[src/rtl/repetition_ecc_pkg.sv]
`default_nettype none
// ============================================================================
//  Module      : repetition_ecc_pkg
//  Description : Shared defaults and FSM state type for the repetition-code
//                stream decoder and its group accumulator.
//  Revision    : 1.0 - initial release
// ============================================================================
package repetition_ecc_pkg;

    localparam int c_default_data_width        = 8;
    localparam int c_default_repetition_factor = 3;

    // COLLECT: accepting serial samples; HOLD: presenting a decoded word.
    typedef enum logic [0:0] {
        ST_COLLECT = 1'b0,
        ST_HOLD    = 1'b1
    } state_t;

endpackage
`default_nettype wire

[src/rtl/repetition_group_accum.sv]
`default_nettype none
// ============================================================================
//  Module      : repetition_group_accum
//  Description : Running ones count for one repetition group. The vote and
//                disagreement flag reflect the count including the sample
//                currently offered, so they are valid on the group's last
//                sample without an extra cycle.
//  Ports       : clk, rst           - clock, synchronous active-high reset
//                i_sample_en        - a sample is consumed this cycle
//                i_group_start      - the offered sample is sample 0 of a group
//                i_sample_bit       - offered sample value
//                o_vote             - majority of the group so far
//                o_disagree         - group contains both zeros and ones
//  Revision    : 1.0 - initial release
// ============================================================================
module repetition_group_accum
    import repetition_ecc_pkg::*;
#(
    parameter int REPETITION_FACTOR = c_default_repetition_factor
) (
    input  logic clk,
    input  logic rst,
    input  logic i_sample_en,
    input  logic i_group_start,
    input  logic i_sample_bit,
    output logic o_vote,
    output logic o_disagree
);

    // Wide enough to hold REPETITION_FACTOR, so the count never overflows.
    localparam int c_ones_w = $clog2(REPETITION_FACTOR + 1);

    logic [c_ones_w-1:0] r_ones_q;
    logic [c_ones_w-1:0] w_ones_d;
    logic [c_ones_w-1:0] w_ones_total;

    always_comb begin
        w_ones_total = (i_group_start ? '0 : r_ones_q) + c_ones_w'(i_sample_bit);
        w_ones_d     = r_ones_q;
        if (i_sample_en) begin
            w_ones_d = w_ones_total;
        end
    end

    always_ff @(posedge clk) begin
        if (rst) begin
            r_ones_q <= '0;
        end else begin
            r_ones_q <= w_ones_d;
        end
    end

    assign o_vote     = (w_ones_total > c_ones_w'(REPETITION_FACTOR / 2));
    assign o_disagree = (w_ones_total != '0) &&
                        (w_ones_total != c_ones_w'(REPETITION_FACTOR));

endmodule
`default_nettype wire

[src/rtl/repetition_stream_decoder.sv]
`default_nettype none
// ============================================================================
//  Module      : repetition_stream_decoder
//  Description : Collects a serial stream of repeated samples (LSB-first,
//                REPETITION_FACTOR samples per data bit), majority-votes each
//                group and presents the decoded word with a valid/ready
//                handshake. in_sof resynchronises to sample 0 of bit 0.
//  Ports       : clk, rst                    - clock, sync active-high reset
//                in_valid/in_ready/in_bit    - serial sample handshake
//                in_sof                      - first sample of a new word
//                out_valid/out_ready         - decoded word handshake
//                out_data                    - majority-voted word
//                error_detected              - any group had disagreement
//                corrected_groups            - number of disagreeing groups
//                err_clear/err_count         - optional saturating counter of
//                                              corrected groups, present only
//                                              when REPETITION_STREAM_ERR_CNT_EN
//                                              is defined
//  Revision    : 1.0 - initial release
// ============================================================================
module repetition_stream_decoder
    import repetition_ecc_pkg::*;
#(
    parameter int DATA_WIDTH        = c_default_data_width,
    parameter int REPETITION_FACTOR = c_default_repetition_factor
) (
    input  logic                            clk,
    input  logic                            rst,
    input  logic                            in_valid,
    input  logic                            in_bit,
    input  logic                            in_sof,
    output logic                            in_ready,
    output logic                            out_valid,
    input  logic                            out_ready,
    output logic [DATA_WIDTH-1:0]           out_data,
    output logic                            error_detected,
    output logic [$clog2(DATA_WIDTH+1)-1:0] corrected_groups
`ifdef REPETITION_STREAM_ERR_CNT_EN
    ,
    input  logic                            err_clear,
    output logic [15:0]                     err_count
`endif
);

    localparam int c_samp_w = $clog2(REPETITION_FACTOR);
    localparam int c_bit_w  = (DATA_WIDTH > 1) ? $clog2(DATA_WIDTH) : 1;
    localparam int c_corr_w = $clog2(DATA_WIDTH + 1);

    state_t                r_state_q,    w_state_d;
    logic [c_samp_w-1:0]   r_samp_q,     w_samp_d;
    logic [c_bit_w-1:0]    r_bit_q,      w_bit_d;
    logic [DATA_WIDTH-1:0] r_acc_data_q, w_acc_data_d;
    logic [c_corr_w-1:0]   r_acc_corr_q, w_acc_corr_d;
    logic [DATA_WIDTH-1:0] r_out_data_q, w_out_data_d;
    logic                  r_err_q,      w_err_d;
    logic [c_corr_w-1:0]   r_corr_q,     w_corr_d;

    logic                  w_hs;
    logic [c_samp_w-1:0]   w_eff_samp;
    logic [c_bit_w-1:0]    w_eff_bit;
    logic                  w_group_start;
    logic                  w_group_end;
    logic                  w_word_end;
    logic                  w_word_done;
    logic                  w_vote;
    logic                  w_disagree;
    logic [DATA_WIDTH-1:0] w_word;
    logic [c_corr_w-1:0]   w_corr;

    assign in_ready  = !rst && (r_state_q == ST_COLLECT);
    assign out_valid = !rst && (r_state_q == ST_HOLD);
    assign w_hs      = in_valid && in_ready;

    // A start-of-frame sample restarts the word at sample 0 of bit 0,
    // even when it lands on what would otherwise be the final position.
    assign w_eff_samp    = in_sof ? '0 : r_samp_q;
    assign w_eff_bit     = in_sof ? '0 : r_bit_q;
    assign w_group_start = (w_eff_samp == '0);
    assign w_group_end   = (w_eff_samp == c_samp_w'(REPETITION_FACTOR - 1));
    assign w_word_end    = w_group_end && (w_eff_bit == c_bit_w'(DATA_WIDTH - 1));
    assign w_word_done   = w_hs && w_word_end;

    repetition_group_accum #(
        .REPETITION_FACTOR (REPETITION_FACTOR)
    ) u_group_accum (
        .clk           (clk),
        .rst           (rst),
        .i_sample_en   (w_hs),
        .i_group_start (w_group_start),
        .i_sample_bit  (in_bit),
        .o_vote        (w_vote),
        .o_disagree    (w_disagree)
    );

    // Word and correction count including the group that closes this cycle.
    // Stale high bits from an earlier word are always overwritten before the
    // word completes, so the partial accumulator needs no clearing.
    always_comb begin
        w_word            = r_acc_data_q;
        w_word[w_eff_bit] = w_vote;
        w_corr            = ((w_eff_bit == '0) ? '0 : r_acc_corr_q) + c_corr_w'(w_disagree);
    end

    always_comb begin
        w_state_d    = r_state_q;
        w_samp_d     = r_samp_q;
        w_bit_d      = r_bit_q;
        w_acc_data_d = r_acc_data_q;
        w_acc_corr_d = r_acc_corr_q;
        w_out_data_d = r_out_data_q;
        w_err_d      = r_err_q;
        w_corr_d     = r_corr_q;
        case (r_state_q)
            ST_COLLECT: begin
                if (w_hs) begin
                    if (w_group_end) begin
                        w_acc_data_d = w_word;
                        w_acc_corr_d = w_corr;
                        w_samp_d     = '0;
                        if (w_word_end) begin
                            w_bit_d      = '0;
                            w_out_data_d = w_word;
                            w_err_d      = (w_corr != '0);
                            w_corr_d     = w_corr;
                            w_state_d    = ST_HOLD;
                        end else begin
                            w_bit_d = w_eff_bit + c_bit_w'(1);
                        end
                    end else begin
                        w_samp_d = w_eff_samp + c_samp_w'(1);
                        w_bit_d  = w_eff_bit;
                    end
                end
            end
            ST_HOLD: begin
                if (out_ready) begin
                    w_state_d = ST_COLLECT;
                end
            end
            default: w_state_d = ST_COLLECT;
        endcase
    end

    always_ff @(posedge clk) begin
        if (rst) begin
            r_state_q    <= ST_COLLECT;
            r_samp_q     <= '0;
            r_bit_q      <= '0;
            r_acc_data_q <= '0;
            r_acc_corr_q <= '0;
            r_out_data_q <= '0;
            r_err_q      <= 1'b0;
            r_corr_q     <= '0;
        end else begin
            r_state_q    <= w_state_d;
            r_samp_q     <= w_samp_d;
            r_bit_q      <= w_bit_d;
            r_acc_data_q <= w_acc_data_d;
            r_acc_corr_q <= w_acc_corr_d;
            r_out_data_q <= w_out_data_d;
            r_err_q      <= w_err_d;
            r_corr_q     <= w_corr_d;
        end
    end

    assign out_data         = r_out_data_q;
    assign error_detected   = r_err_q;
    assign corrected_groups = r_corr_q;

`ifdef REPETITION_STREAM_ERR_CNT_EN
    logic [15:0] r_err_count_q, w_err_count_d;
    logic [16:0] w_err_sum;

    always_comb begin
        w_err_sum     = {1'b0, r_err_count_q} + 17'(w_corr);
        w_err_count_d = r_err_count_q;
        if (err_clear) begin
            w_err_count_d = '0;
        end else if (w_word_done) begin
            w_err_count_d = w_err_sum[16] ? 16'hFFFF : w_err_sum[15:0];
        end
    end

    always_ff @(posedge clk) begin
        if (rst) begin
            r_err_count_q <= '0;
        end else begin
            r_err_count_q <= w_err_count_d;
        end
    end

    assign err_count = r_err_count_q;
`endif

endmodule
`default_nettype wire

[config.mk]
export PLATFORM = sky130hd
export DESIGN_NAME = repetition_stream_decoder
export DESIGN_NICKNAME = d
export VERILOG_FILES = /design/src/rtl/repetition_ecc_pkg.sv /design/src/rtl/repetition_group_accum.sv /design/src/rtl/repetition_stream_decoder.sv
export SDC_FILE = /design/constraint.sdc
export NUM_CORES = 1
export LEC_CHECK = 0
export CORE_MARGIN = 1
export CORE_UTILIZATION = 56
export DETAILED_ROUTE_END_ITERATION = 8
export PLACE_DENSITY = 0.82
export SKIP_CTS_REPAIR_TIMING = 1
export SLEW_MARGIN = 10
export SYNTH_ARGS = -nofsm -noshare
export SYNTH_HDL_FRONTEND = slang
export SYNTH_SLANG_ARGS = --single-unit
[constraint.sdc]
create_clock -name clk -period 5.66 [get_ports clk]
set_input_delay 1.132 -clock clk [delete_from_list [all_inputs] [get_ports clk]]
set_output_delay 1.132 -clock clk [all_outputs]
set_load 0.05 [all_outputs]
; Word-level counts from Yosys, hierarchy flattened
; Index checks and enable logic that the tools add are counted.
[classes]
n_addsub = 4
magnitude_cmp = 3
eq_ne = 3
muxes = 15
bitwise = 1
n_reduce_logical = 14
[op_table]
columns = operator, n
row1 = $mux 3, 3
row2 = $bwmux 8, 1
row3 = $logic_and 1x1->1, 6
row4 = $mux 2, 3
row5 = $mux 1, 5
row6 = $add 4x1->4, 1
row7 = $lt 3x4->1 const B, 1
row8 = $mux 4, 1
row9 = $reduce_and 4->1, 1
row10 = $reduce_bool 4->1, 1
row11 = $add 3x1->3 const B, 1
row12 = $demux 1 s3, 1
row13 = $eq 3x3->1 const B, 1
row14 = $ge 3x1->1 const B, 1
row15 = $logic_not 3->1, 1
row16 = $reduce_and 3->1, 1
row17 = $add 2x1->2, 1
row18 = $add 2x1->2 const B, 1
row19 = $eq 2x2->1 const B, 1
row20 = $gt 2x1->1 const B, 1
row21 = $logic_not 2->1, 1
row22 = $ne 2x2->1 const B, 1
row23 = $pmux 1 s2, 1
row24 = $reduce_and 2->1, 1
row25 = other kinds (3), 3
[word_totals]
register_bits = 33
output_inout_bits = 15
elab_cells = 49

; Logic depth before layout (Yosys ltp)
[depth]
ltp_word = 8
depth_mapped = 12
depth_no_buf = 12

; By module
; A second synthesis with hierarchy kept.
[hier_totals]
cells_unflattened = 197
area_unflattened_um2 = 1706.6
[by_module_without_submodules]
columns = mod, n_inst, cells_per_inst, area_each_um2
row1 = repetition_stream_decoder, 1, 182, 1571.5
row2 = repetition_group_accum, 1, 15, 135.1

; Worst setup path after synthesis
; OpenSTA, ideal clock, no wires.
[synth_timing]
path_type = input to register
from = input port in_sof
to = register r_corr_q[2], in the netlist corrected_groups[2]
t_arrival_ns = 3.390
t_required_ns = 5.546
path_slack_ns = 2.156
stages = 11
path_buffers = 0
cell_sequence = o21ba_2 -> and2_1 -> ha_1 -> a21boi_2 -> nor2_2 -> xnor2_1 -> ha_1 -> ha_1 -> nor2b_1 -> or3_1 -> a21o_1
[synth_between]
elab_chain_len = 7
word_cells_on_any_way = 15
[synth_rtl]
columns = element, line
row1 = "start, declared", repetition_stream_decoder.sv:31  ; input logic in_sof,
row2 = $mux 2, repetition_stream_decoder.sv:76  ; assign w_eff_samp = in_sof ? '0 : r_samp_q;
row3 = $logic_not 2->1, repetition_stream_decoder.sv:78  ; assign w_group_start = (w_eff_samp == '0);
row4 = $mux 2, repetition_group_accum.sv:38  ; w_ones_total = (i_group_start ? '0 : r_ones_q) + c_ones_w'(i_sample_bit);
row5 = $add 2x1->2, repetition_group_accum.sv:38
row6 = $ne 2x2->1 or $reduce_bool 2->1 (tied branches), "repetition_group_accum.sv:55, repetition_group_accum.sv:54"
row7 = $logic_and 1x1->1, repetition_group_accum.sv:54  ; assign o_disagree = (w_ones_total != '0) &&
row8 = $add 4x1->4, repetition_stream_decoder.sv:101  ; w_corr = ((w_eff_bit == '0) ? '0 : r_acc_corr_q) + c_corr_w'(w_disagree);
row9 = "end signal, assigned", repetition_stream_decoder.sv:162  ; r_corr_q <= w_corr_d;
row10 = "end, declared", repetition_stream_decoder.sv:56  ; logic [c_corr_w-1:0] r_corr_q, w_corr_d;
; Several ways; a longest one is shown, not always the timed one.
; A chain may end at the register's enable or synchronous reset.

; Worst setup path in the final report
[layout_timing]
from = input port in_sof
to = register r_err_q, in the netlist error_detected
[layout_between]
elab_chain_len = 8
word_cells_on_any_way = 16
[layout_rtl]
columns = element, line
row1 = $mux 2, repetition_stream_decoder.sv:76
row2 = $logic_not 2->1, repetition_stream_decoder.sv:78
row3 = $mux 2, repetition_group_accum.sv:38
row4 = $add 2x1->2, repetition_group_accum.sv:38
row5 = $ne 2x2->1 or $reduce_bool 2->1 (tied branches), "repetition_group_accum.sv:55, repetition_group_accum.sv:54"
row6 = $logic_and 1x1->1, repetition_group_accum.sv:54
row7 = $add 4x1->4, repetition_stream_decoder.sv:101
row8 = $reduce_bool 4->1, repetition_stream_decoder.sv:123  ; w_err_d = (w_corr != '0);
row9 = "end signal, assigned", repetition_stream_decoder.sv:161  ; r_err_q <= w_err_d;
row10 = "end, declared", repetition_stream_decoder.sv:55  ; logic r_err_q, w_err_d;
; Several ways; a longest one is shown, not always the timed one.

==> impl_metrics.json <==
{
  "setup_tns_ns": 0,
  "io_buffer_count": 20,
  "drc": 5,
  "finalInstanceArea_um2": 1970,
  "grtUsageMet2_pct": 41.7,
  "worst_setup_hold_path_clk_slew_ns": 0.11,
  "power.clock.fraction_pct": 45.9,
  "post_synth_inst_count": 191,
  "synth_top_flop_cell": "dfxtp_1",
  "postSynthAreaPerCell_um2": 8.88,
  "detail_route.iter0.violations": 51,
  "rsz0062_at_grt": "no",
  "first_global_vias": 1356,
  "worst_path_required_time_ns": 5.88,
  "postSynthRegisterBits": 33,
  "worstSetupEndpointType": "flip-flop",
  "layout.filler_cells": 217,
  "max-slew-margin-rel_pct": 41.3,
  "timing.rr.start": "r_samp_q[0]$_SDFFE_PP0P_",
  "min_period_ns": 4.05,
  "grt_remaining_overflow": 0,
  "worst_r2r_path_depth": 11,
  "final-setup-viol-count": 0,
  "finalMaxSlewViolations": 0,
  "p_switching_uw": 98.5,
  "share_comb_of_total_power_pct": 4.9,
  "timing.hold.worst_path_depth": 2,
  "yosys.cell_types.count": 45,
  "largest_net_degree_at_the_start_of_global_routing": 35,
  "gp_congestion": 0.916,
  "core_area_um2": 2810,
  "failed_checks": "design-rule violations",
  "fp.dieH_um": 57.0,
  "fin_crit_sh_pct": 71.6,
  "timing.max_cap.violations": 0,
  "min_delay_worst_endpoint": "corrected_groups[1]$_SDFFE_PP0P_",
  "drtAntennaViolNets": 0,
  "diodes": 0,
  "leakage_nw": 0.713,
  "io-pin-count": 21,
  "finalNetCount": 220,
  "slew_of_the_pin_with_the_lowest_slew_margin_ns": 0.880,
  "placed_cell_area_um2": 1870,
  "grt_use_met3_pct": 6.12,
  "drive_gt1_share_pct": 9.57,
  "setup_slack_ns": 1.61,
  "syn_area_um2": 1700,
  "switching_share_pct": 20.5,
  "cts-root-buf": "clkbuf_4",
  "hp-class": "reg -> reg",
  "dp_worst_setup_slack_ns": 1.28,
  "syn_to_final_growth_pct": 16.2,
  "critical_path.max_fanout": 10,
  "peakVddDrop_uv": 148,
  "tritoncts.num_buffers": 5,
  "layout.cells.most_common_list": "dfxtp_1, nand2_1, clkdlybuf4s50_1, o21ai_0, a21oi_1",
  "dpl.hpwl_um": 2630,
  "r2r_end": "error_detected$_SDFFE_PP0P_",
  "ff2ff_setup_slack_ns": 2.63,
  "max_freq_ghz": 0.247,
  "cts-htree-levels": 2,
  "cts-root-to-sink-buffers": 2,
  "drt-wirelength-per-cell_um": 15.6,
  "chipWidth_um": 57.0,
  "antenna_found_initial": 0,
  "timing.setup.critical_path_class": "in -> reg",
  "totalWireLength_um": 3750,
  "drt-vias-per-instance": 6.18,
  "yosys_warnings": 0,
  "power_density_nw_per_um2": 244,
  "cts_tree": "yes",
  "seq_area_frac_synth_pct": 39.0,
  "cts_num_sinks": 33,
  "most_common_cell_after_layout_fill_and_taps_aside": "dfxtp_1",
  "globalRouteTotalUtil_pct": 25.7,
  "fraction_of_met1_tracks_used_by_global_routing_pct": 33.2,
  "start_point_of_the_worst_hold_path": "corrected_groups[1]$_SDFFE_PP0P_",
  "cp_data_arrival_time_ns": 4.28,
  "dr.pass1.iters": 6,
  "fp-row-count": 19,
  "asyncSetResetFlopFracSynth_pct": 0,
  "final-hold-violation-count": 0,
  "clkLatencyLatePin_ns": 0.35,
  "post_synth_edffs": 0,
  "gr-max-usage-layer": "met2",
  "route.vias.total": 1482,
  "syn-num-nets": 203,
  "sequential_fraction_of_design_power_pct": 49.2,
  "clock_skew_ns": 0.0131,
  "first_pass_grt_wire_length_um": 6380,
  "internal_power_uw": 381,
  "crit_path_start_kind": "input port",
  "run_status": "finished, violations left",
  "start_util_pct": 60.4,
  "die-area_um2": 3250
}
## per-layer routing
metal	wire, um	vias to the layer above	part of all wire, %
met4	61	0	1.6
met1	1700	711	45
li1	-	719	-
met2	1820	44	48
met5	0	-	0
met3	170	8	4.5
## registers in the layout (all words and copies together) (netlist names)
name,cells
r_bit_q,3
out_data,8
r_acc_corr_q,4
r_acc_data_q,8
u_group_accum.r_ones_q,2
r_state_q,1
r_samp_q,2
corrected_groups,4
error_detected,1
## through the flow
stage | total power, mW | hold WS [ns] | utilization [%] | cells
finish | 0.480 | 0.460 | 70.2 | 240
global placement | 0.264 | 0.444 | 66.5 | 232
floorplan | 0.255 | 0.432 | - | 191
global route | 0.491 | 0.482 | 70.2 | 240
CTS | 0.481 | 0.463 | 70.2 | 240
detailed placement | 0.264 | 0.447 | 66.5 | 232
## worst max-delay path by stage
stage / start / end / slack (ns) / cells past startpoint
floorplan: in_sof / corrected_groups[2]$_SDFFE_PP0P_ / 2.16 / 11
global placement: in_sof / corrected_groups[2]$_SDFFE_PP0P_ / 1.42 / 12
detailed placement: in_sof / error_detected$_SDFFE_PP0P_ / 1.28 / 12
CTS: in_sof / error_detected$_SDFFE_PP0P_ / 1.63 / 12
global route: in_sof / error_detected$_SDFFE_PP0P_ / 1.36 / 13
finish: in_sof / error_detected$_SDFFE_PP0P_ / 1.61 / 12
## synthesized netlist by cell type (all sizes together) (2+ instances only)
cell | number | area, um^2
a311oi | 7 | 67.6
clkbuf | 5 | 18.8
o21ai | 19 | 95.1
nand3 | 4 | 20.0
a21oi | 16 | 95.1
nor2 | 4 | 17.5
nor2b | 3 | 18.8
dfxtp | 33 | 661
nor3b | 12 | 101
xnor2 | 2 | 17.5
buf | 6 | 56.3
inv | 8 | 30.0
and2 | 5 | 31.3
nand2 | 20 | 75.1
and3b | 3 | 26.3
ha | 6 | 75.1
a31oi | 2 | 12.5
or3 | 2 | 12.5
o32ai | 2 | 17.5
nand2b | 5 | 31.3
nor3 | 6 | 30.0
nand3b | 6 | 45.0
## worst max-delay path, stage by stage
cell and delay [ns]:
clkdlybuf4s50_1 0.53, o21ba_2 0.34, and2_1 0.14, ha_1 0.20, a21boi_2 0.41, nor2_2 0.19
xnor2_1 0.17, ha_1 0.23, ha_1 0.21, and3_1 0.18, a2111oi_0 0.41, a21oi_1 0.12
## area by class of cell
| class | count | area, um^2 | area share (%) |
|---|---|---|---|
| clock buffers | 5 | 37.5 | 1.91 |
| clock inverters | 3 | 65.1 | 3.30 |
| inverters | 8 | 30.0 | 1.52 |
| multi-input cells | 139 | 930 | 47.2 |
| flip-flops and latches | 33 | 661 | 33.5 |
| well taps | 31 | 38.8 | 1.97 |
| repair buffers | 21 | 208 | 10.5 |
## power groups by stage
stage          sequential [mW]  clock, mW  combinational [mW]
5_1_grt                  0.236      0.230              0.0252
3_3_place_gp             0.241          0              0.0226
6_report                 0.236      0.220              0.0235
3_5_place_dp             0.241          0              0.0232
4_1_cts                  0.236      0.222              0.0233
2_1_floorplan            0.240          0              0.0149
## kinds of logic after synthesis
| family | after synthesis | synth area share (%) |
|---|---|---|
| and+or+nand+nor | 75 | 27.1 |
| AOI/OAI and AO/OA | 55 | 21.7 |
| DFF | 33 | 39.0 |
| buffers and inverters | 19 | 6.20 |
| adders and majority gates | 6 | 4.43 |
| xor gates and xnor gates | 2 | 1.03 |
| muxes | 1 | 0.590 |
(Power assumes the default switching activity.)
